$ cat config.mk
export PLATFORM = sky130hd
export DESIGN_NAME = gate_bist_ctrl
export DESIGN_NICKNAME = d
export VERILOG_FILES = /design/src/rtl/gate_bist_ctrl.sv
export SDC_FILE = /design/constraint.sdc
export NUM_CORES = 1
export LEC_CHECK = 0
export ABC_AREA = 0
export BUFFER_PORTS_ARGS = -buffer_cell sky130_fd_sc_hd__buf_2
export CAP_MARGIN = 0
export CORE_UTILIZATION = 58
export DETAILED_ROUTE_END_ITERATION = 8
export HOLD_SLACK_MARGIN = 0.06
export PLACE_DENSITY = 0.82
export SYNTH_ARGS = -nofsm -noshare
export SYNTH_HDL_FRONTEND = slang
export SYNTH_SLANG_ARGS = --single-unit
export TNS_END_PERCENT = 50
$ cat constraint.sdc
create_clock -name clk -period 4.85 [get_ports clk]
set_input_delay 0.2425 -clock clk [delete_from_list [all_inputs] [get_ports clk]]
set_output_delay 0.2425 -clock clk [all_outputs]
set_load 0.01 [all_outputs]
$ cat src/rtl/gate_bist_ctrl.sv
// BIST controller for a 2-input gate: walks {A,B} through 00..11 and checks Y against TRUTH_TABLE.
// Latency: 4*(SETTLE_CYCLES+1) cycles from the accepted start to the done pulse.
// Backpressure: none; start is accepted only while not busy, and a start during a run is dropped.
module gate_bist_ctrl #(
    parameter logic [3:0] TRUTH_TABLE   = 4'b0111,
    parameter int         SETTLE_CYCLES = 2
) (
    input  logic       clk,
    input  logic       rst_n,
    input  logic       start,
    output logic       A,
    output logic       B,
    input  logic       Y,
    output logic       busy,
    output logic       done,
    output logic       pass,
    output logic [3:0] fail_mask,
    output logic [2:0] err_count
);

    typedef enum logic [1:0] {
        ST_IDLE = 2'd0,
        ST_RUN  = 2'd1,
        ST_DONE = 2'd2
    } state_t;

    localparam logic [3:0] SETTLE = 4'(SETTLE_CYCLES);

    state_t     r_state;
    state_t     w_state_nxt;
    logic [1:0] r_vec;
    logic [3:0] r_cnt;
    logic       r_a;
    logic       r_b;
    logic       r_pass;
    logic [3:0] r_mask;
    logic [2:0] r_err;

    logic       w_accept;
    logic       w_sample;
    logic       w_mismatch;
    logic       w_last;
    logic [3:0] w_mask_nxt;

    // A run may be (re)started from IDLE or straight out of DONE, never mid-run.
    assign w_accept   = start && (r_state != ST_RUN);
    assign w_sample   = (r_state == ST_RUN) && (r_cnt == 4'd0);
    assign w_mismatch = w_sample && (Y != TRUTH_TABLE[r_vec]);
    assign w_last     = w_sample && (r_vec == 2'd3);
    // Mask including the vector being sampled now, so the final pass can see the last vector.
    assign w_mask_nxt = r_mask | (w_mismatch ? (4'b0001 << r_vec) : 4'b0000);

    // State register.
    always_ff @(posedge clk or negedge rst_n) begin
        if (!rst_n) begin
            r_state <= ST_IDLE;
        end else begin
            r_state <= w_state_nxt;
        end
    end

    // Next-state logic: DONE lasts one cycle unless start chains straight into another run.
    always_comb begin
        w_state_nxt = r_state;
        case (r_state)
            ST_IDLE: if (start) w_state_nxt = ST_RUN;
            ST_RUN:  if (w_last) w_state_nxt = ST_DONE;
            ST_DONE: w_state_nxt = start ? ST_RUN : ST_IDLE;
            default: w_state_nxt = ST_IDLE;
        endcase
    end

    // Output decode: status from state, stimulus and results straight from their registers.
    always_comb begin
        busy      = (r_state == ST_RUN);
        done      = (r_state == ST_DONE);
        A         = r_a;
        B         = r_b;
        pass      = r_pass;
        fail_mask = r_mask;
        err_count = r_err;
    end

    // Datapath: settle counter, vector stepping, result accumulation.
    always_ff @(posedge clk or negedge rst_n) begin
        if (!rst_n) begin
            r_vec  <= 2'd0;
            r_cnt  <= 4'd0;
            r_a    <= 1'b0;
            r_b    <= 1'b0;
            r_pass <= 1'b0;
            r_mask <= 4'd0;
            r_err  <= 3'd0;
        end else if (w_accept) begin
            r_vec  <= 2'd0;
            r_cnt  <= SETTLE;
            r_a    <= 1'b0;
            r_b    <= 1'b0;
            r_pass <= 1'b0;
            r_mask <= 4'd0;
            r_err  <= 3'd0;
        end else if (r_state == ST_RUN) begin
            if (r_cnt != 4'd0) begin
                r_cnt <= r_cnt - 4'd1;
            end else begin
                r_mask <= w_mask_nxt;
                if (w_mismatch) begin
                    r_err <= r_err + 3'd1;
                end
                if (r_vec != 2'd3) begin
                    r_vec      <= r_vec + 2'd1;
                    {r_a, r_b} <= r_vec + 2'd1;
                    r_cnt      <= SETTLE;
                end else begin
                    {r_a, r_b} <= 2'b00;
                    r_pass     <= (w_mask_nxt == 4'd0);
                end
            end
        end
    end

endmodule

==> metrics list, run 1 <==
* Clock Root Buffer: sky130_fd_sc_hd__clkbuf_4
* GR Overflow Total: 0
- Category of the worst setup path capture point: register
- Number of synthesis warnings: 0
- Required time at the worst-slack endpoint: ~5 ns
* Fmax: 529 MHz
- End point of the most critical hold path: err_count[1]
- Post-Synth XOR/XNOR Area: 1.83%
- Worst r2r src: r_cnt[0]
- Pre-antenna DRT Iters: 4
* Worst stage delay on the critical path: roughly 0.50 ns
* Power density over cell area: 582 nW/um^2
- Number of nets in the synthesized netlist: between 90 and 100
* Final count of negative-setup-slack endpoints: 0
* Hold_ws: 0.324 ns
- After synthesis, the mean cell area works out to 11.1 sq um.
- Critical register-to-register path endpoint: r_vec[0]
* Antenna violations before repair: 0
- In this run, post-CTS repair resized a total of 0 instances.
- The netlist uses 36 different library cells.
* Unrepaired setup endpoints after global routing: false
* Die footprint: 1820 sq um
- Residual DRC count: 0
* Count of flip-flops with a built-in enable after synthesis: 0
- In the finished design, the share of the clock period the worst path needs comes to between 30% and 40%.
- Overall power after layout: 620 uW
- Peak supply drop: 0.305 mV
* Slew of the pin with the lowest slew margin: around 0.63 ns
- Between clock sinks in the finished design, the worst skew comes to 0.00427 ns.
- The detailed router finished its first iteration with 16 violations.
- The library cell used most frequently in the layout, excluding fill and tap cells, is sky130_fd_sc_hd__dfrtp_1.
* Max-capacitance violation count: 0
- Combinational family with the most area after synthesis: simple AND/OR/NAND/NOR gates
* Global-route wire length before repair: between 3 and 4 mm
- CTS saw 18 sinks.
- Startpoint class of the critical path: register
- Instance count along the most critical hold path: 4
- Slowest cell on the critical path: sky130_fd_sc_hd__or3b_1
- The mapped netlist covers roughly 960 sq um.
- Depth of the worst register-to-register path: 5
* Outcome: complete, no violations
- Die span in y: 42.6 um
- H-Tree Depth: 1
- In this run the deepest clock path goes through 2 buffers.
- All-layer global routing usage: 22.7%
- From synthesis to final layout, the design area changed by 11.4%.
- Clk Latency, worst-skew pair: 0.29 ns
- Largest net degree at the start of global routing: 19
- Total via count after detailed routing: roughly 700
- The final layout contains routed wiring with a total length of 1.80 mm.
- Starting utilization of the core area: 62.8%
* Detail-routed via count per cell: 6.01
- Buffers placed on the I/O ports in this run total 15.
- 16 I/O pins were placed.
- Placer Congestion: 0.743
- Row generation in the floorplan step produced 14 rows.
- Series of cell instances along the critical path: inv_1, ha_1, or3b_1, or4_4, a21oi_1
- Measured along the x axis, the die boundary spans between 40 and 50 um.
* Delay-heaviest family, CP: simple AND/OR/NAND/NOR gates
- Of the total synthesized cell area, the portion taken by full adders, half adders and majority gates is 9.15%.
- After synthesis, the share of cell area in mux cells is 7.58%.
* Compound-gate portion of the synthesized area: approximately 14%
* TritonCTS clock tree: done
* Sequential share of the synthesized area: 47.1%
- STA puts the critical path data arrival time at 2.11 ns.
- Worst Path Buf+Inv: 1
- The final hold violation count was 0.
* Core footprint: 1520 sq um
- After the last flow step, the layout net total stands at 115.
- Hpwl dp: roughly 1.3 mm
- Antenna Nets Post-Route: 0
* Clock buffer count from CTS: 3
- The synthesized design contains 18 register bits.
* Clk pin slew, worst setup/hold paths: 0.09 ns
- Type of the setup path with the least slack: reg -> reg
- Fraction of final layout cells with drive strength greater than 1: 22.5%
- The startpoint identified for the worst hold timing path is Y.
* Leakage dissipation: 0.000532 uW
- Commonest non-fill, non-tap cells in the layout: 18 x sky130_fd_sc_hd__dfrtp_1, 15 x sky130_fd_sc_hd__buf_2, 7 x sky130_fd_sc_hd__o21ai_1, 7 x sky130_fd_sc_hd__ha_1
* Worst slew margin relative to its limit: 58.0%
- After technology mapping, the gate count stands at 86.
- Reg-to-reg slack, setup: a little under 3 ns
- Top fanout value on the critical path: 7
- Type of the tightest min-delay check: in -> reg
- Of all flip-flops after synthesis, the portion carrying an async set or reset was 100%.
- Counting I/O delays and the setup requirement, the final critical path takes 1.89 ns.
- The number of antenna diodes in the final layout is 0.
- WL per Instance: 15.2 um
* Vias in the first global route: approximately 700
- Area share of and/or/nand/nor cells after synthesis: 15.7%
- The most used flip-flop cell after synthesis is sky130_fd_sc_hd__dfrtp_1.
- The layout has 121 filler cells.
- Final Max Slew Viols: 0
- Summed over all failing endpoints, the final setup total negative slack is 0 ns.
==> cells by family (layout without fill, tap and decap cells) <==
group,after synthesis,count (layout)
simple gates,22,22
flops,18,18
mux,7,7
fa+ha+maj,7,7
compound gates,21,21
buf+inv,9,25
xor+xnor,2,2
==> how the worst max path moves through the flow <==
stage | slack [ns] | depth (start not counted) | from | endpoint
after global routing | 2.85 | 3 | r_state[1] | busy
after floorplan | 3.09 | 6 | r_cnt[0] | B
final | 2.96 | 5 | r_cnt[0] | r_vec[0]
after CTS | 2.96 | 5 | r_cnt[0] | r_vec[0]
after global placement | 3.02 | 5 | r_cnt[0] | B
after detailed placement | 2.98 | 5 | r_cnt[0] | r_vec[0]
==> flip-flops by register name (all words and copies together) (netlist names) <==
signal	count
B	1
r_state	2
r_vec	2
pass	1
err_count	3
A	1
fail_mask	4
r_cnt	4
==> repair_timing <==
item	CTS	global route
endpoints found under the hold margin	18	0
hold buffers	1	0
buffers inserted	0	0
==> synth_stat cells (2+ instances only) <==
master                     count  area share, %
sky130_fd_sc_hd__nand3_1       2            1.0
sky130_fd_sc_hd__nor2_1        3            1.2
sky130_fd_sc_hd__nand4_1       3            2.0
sky130_fd_sc_hd__ha_1          7            9.1
sky130_fd_sc_hd__clkbuf_1      2           0.78
sky130_fd_sc_hd__mux2i_1       5            5.2
sky130_fd_sc_hd__nor3_1        3            1.6
sky130_fd_sc_hd__o21ai_1       7            3.7
sky130_fd_sc_hd__inv_1         5            2.0
sky130_fd_sc_hd__a21oi_1       3            1.6
sky130_fd_sc_hd__dfrtp_1      18             47
sky130_fd_sc_hd__a22o_1        4            3.7
==> per-layer routing <==
metal,global-route usage [%],routed length (um)
met4,9.38,18
met3,2.59,58
met5,0,0
met2,38.5,891
met1,29.0,831
==> per-stage QoR <==
stage | worst slack, ns | utilization, % | std cells | instance area [sq um]
global route | 2.85 | 70.0 | 118 | 1070
finish | 2.96 | 70.0 | 118 | 1070
detailed placement | 2.98 | 67.8 | 114 | 1030
floorplan | 3.09 | - | 86 | 957
CTS | 2.96 | 70.0 | 118 | 1070
global placement | 3.02 | 67.8 | 114 | 1030
==> where the power goes <==
part	switching [uW]	internal [uW]
logic	165	128
registers	49.7	206
clock network	42.3	28.9
==> final cells by class <==
class | count | area (sq um) | share of cell area, %
repair buffers | 16 | 85.1 | 7.98
inverters | 6 | 22.5 | 2.11
multi-input cells | 59 | 465 | 43.7
flip-flops and latches | 18 | 450 | 42.3
well taps | 16 | 20.0 | 1.88
clock buffers | 3 | 22.5 | 2.11
==> worst min-delay path: stages <==
cell and delay, ns:
sky130_fd_sc_hd__buf_2 0.11, sky130_fd_sc_hd__xnor2_1 0.08, sky130_fd_sc_hd__nand4_1 0.09, sky130_fd_sc_hd__o21ai_1 0.06
No activity file was read; power rests on OpenSTA's default activity.
==> inputs of run 2 (changes only) <==
- CORE_UTILIZATION: 58 -> 53
- PLACE_DENSITY: 0.82 -> 0.76
- clock period: 4.85 -> 1.93 ns (I/O delays scaled with it)
==> run 2 against run 1 <==
  * Core utilization decreased by 0.17 points
  * Critical path type unchanged
  * Combinational power increased to 2.6 times the previous value
  * Cell count increased by 10%
  * Setup slack got worse by 2.8 ns
  * Power increased to 2.7 times the previous value
  * Maximum frequency increased by 4.2%
  * First-iteration DRC count decreased by 56%
  * Sequential power increased to 2.5 times the previous value
  * Register-to-register slack got worse by 2.8 ns
==> metrics list, run 2 (same netlist as run 1, synthesis figures left out) <==
- The total area inside the core boundary comes to 1590 sq um.
- 16 I/O pins were placed.
- Clk pin slew, worst setup/hold paths: ~0.10 ns
- Global-route wire length before repair: approximately 3.1 mm
* Die span in y: 44.5 um
* Peak supply drop: 0.877 mV
* Met3 Track Usage GR: 4.08%
- Summed over all layers, the routed wires come to 1.80 mm.
* Hpwl dp: around 1.4 mm
* Power density over cell area: 1490 nW/um^2
* Fillcell total: 120
- Cell row count: 14
- The clock passes through at most 2 buffers.
* Most common cell after layout, fill and taps aside: sky130_fd_sc_hd__dfrtp_1
- H-Tree Depth: 1
- The total overflow left after global routing is 0.
- Prior to clock tree synthesis, the placed netlist has a worst setup slack of between 0.15 and 0.2 ns.
* Slew of the pin with the lowest slew margin: between 0.4 and 0.5 ns
* Clk Latency, worst-skew pair: 0.29 ns
- The analysis attributes to cell leakage a power of 0.000555 uW.
- Summing all non-filler instances in the final layout gives an area of 1110 sq um.
- Registers are responsible for 39.3% of the overall power.
- Total via count after detailed routing: between 700 and 800
* Pre-antenna DRT Iters: 3
- Series of cell instances along the critical path: inv_1, ha_1, or3b_1, or4_4, a21oi_2
- Slowest cell on the critical path: sky130_fd_sc_hd__or3b_1
- Hold_ws: 0.170 ns
- In this run the power spent charging and discharging nets is around 660 uW.
- The die covers 1980 sq um.
* Clock Root Buffer: sky130_fd_sc_hd__clkbuf_4
* Category of the worst setup path capture point: register
- All-layer global routing usage: 21.6%
* Worst stage delay on the critical path: 0.50 ns
- Part of the power in combinational logic: 46.9%
- Data on the critical path is required at its endpoint by 2.15 ns.
* Max-capacitance violation count: 0
- The area growth from synthesis to layout is 16.2%.
- For this run, the top clock speed supported by timing is 551 MHz.
* Share of total power in the clock network: 13.8%
- Number of hold violations in the final report: 0
- The number of global-route vias before repair was 710.
* Detail-routed via count per cell: between 5 and 6
- Final-layout setup total negative slack: 0 ns
- Buffers inserted during clock tree synthesis total 3.
* Delay-heaviest family, CP: simple AND/OR/NAND/NOR gates
- The layer flagged by global routing as most heavily used is met2.
* TritonCTS clock tree: done
* Top fanout value on the critical path: 7
* Largest net degree at the start of global routing: 19
- Final-stage net count: 118
- Net switching is 40.2% of the power.
- Leaving out fill and tap cells, the most frequent cells in the layout are 18 x sky130_fd_sc_hd__dfrtp_1, 15 x sky130_fd_sc_hd__buf_2, 7 x sky130_fd_sc_hd__o21ai_1, 7 x sky130_fd_sc_hd__ha_1.
* Placer Congestion: 0.772
* Port-buffer cells: 15
- Worst slew margin relative to its limit: 71.9%
- Clock tree skew after final layout: between 0.003 and 0.004 ns
* # clock sinks: 18
* Data arrival time of the critical path: 2.04 ns
- Final Max Slew Viols: 0
- Once detail routing completed, the nets flagged for antenna violations numbered 0.
- The number of antenna violations at the first check in global routing is 0.
* Type of the setup path with the least slack: reg -> reg
* Share of the clock period used by the worst path after layout: between 90% and 100%
- Setup violations remaining at the end of the flow were counted as 0.
- Resize count post-CTS: 0
* Met1 demand-to-capacity share in global routing: between 20% and 30%
* Drt initial violations: 7
- Starting utilization of the core area: 60.0%
* Post-route non-filler standard cell count: 130
* Horizontal die dimension: between 40 and 50 um
- P_int: 988 uW
* Global-route met2 utilization: 35.6%
- After clock tree synthesis, the setup repair step added 0 buffers.
- Cell area reported after detailed placement: 1070 sq um
- After detailed routing, the average wire length per cell comes to 13.8 um.
- 0 antenna diodes ended up in the layout.
- In this run the worst hold path is classified as in -> reg.
* Fraction of final layout cells with drive strength greater than 1: between 20% and 30%
- Residual DRC count: 0
- After layout, the minimum clock period comes to 1.81 ns.
* Setup WS post-layout: 0.115 ns
- Outcome: complete, no violations
- Together, buffers and inverters on the worst path number 1.
* Instance count after placement with tap cells included: 125
* Startpoint class of the critical path: register
- Setup repair after global routing left no endpoint under its margin.
-- run 2: cell count changes in the layout (fill, tap and decap cells not counted), sizes merged --
| cell | change |
|---|---|
| buf | +3 |
| clkbuf | +1 |
-- run 2: layout make-up --
| type | instances | area, sq um | area share [%] |
|---|---|---|---|
| Sequential cell | 18 | 450 | 40.5 |
| Multi-Input combinational cell | 59 | 465 | 41.8 |
| Inverter | 6 | 22.5 | 2.02 |
| Tap cell | 24 | 30.0 | 2.70 |
| Clock buffer | 4 | 36.3 | 3.26 |
| Timing Repair Buffer | 19 | 108 | 9.67 |
-- run 2: layer usage --
layer	up-vias	share of wire, %
met2	13	51
met5	-	0
met1	362	45
met4	0	1.7
li1	355	-
met3	4	2.2
-- run 2: power by group through the flow --
stage                     Clock [uW]  Sequential [uW]  Combinational (uW)
after floorplan                    0              662                 534
after global placement             0              641                 754
after detailed placement           0              654                 773
after CTS                        240              646                 778
after global routing             257              671                 857
final                            227              650                 775
-- run 2: worst paths after layout --
check                        startpoint      endpoint  slack (ns)  depth (start not counted)
max in group asynchronous         rst_n      r_cnt[3]        1.40                          2
min                                   Y  err_count[1]        0.17                          4
max reg2reg                    r_cnt[0]             B        0.12                          5
min in group asynchronous         rst_n  err_count[1]        0.26                          2
min reg2reg                err_count[2]  err_count[2]        0.47                          1
max                            r_cnt[0]             B        0.12                          5
-- run 2: what timing repair did --
action,4_1_cts,5_1_grt
hold endpoints to repair,18,0
setup endpoints to repair,0,0
hold buffers,1,0
-- run 2: stage by stage --
step / power, uW / util [%]
2_1_floorplan: 1200 / -
3_3_place_gp: 1390 / 66.9
3_5_place_dp: 1430 / 66.9
4_1_cts: 1660 / 69.8
5_1_grt: 1790 / 69.8
6_report: 1650 / 69.8
-- run 2: worst min-delay path: stages --
cell	delay, ns
sky130_fd_sc_hd__buf_2	0.11
sky130_fd_sc_hd__xnor2_1	0.08
sky130_fd_sc_hd__nand4_1	0.08
sky130_fd_sc_hd__o21ai_1	0.06
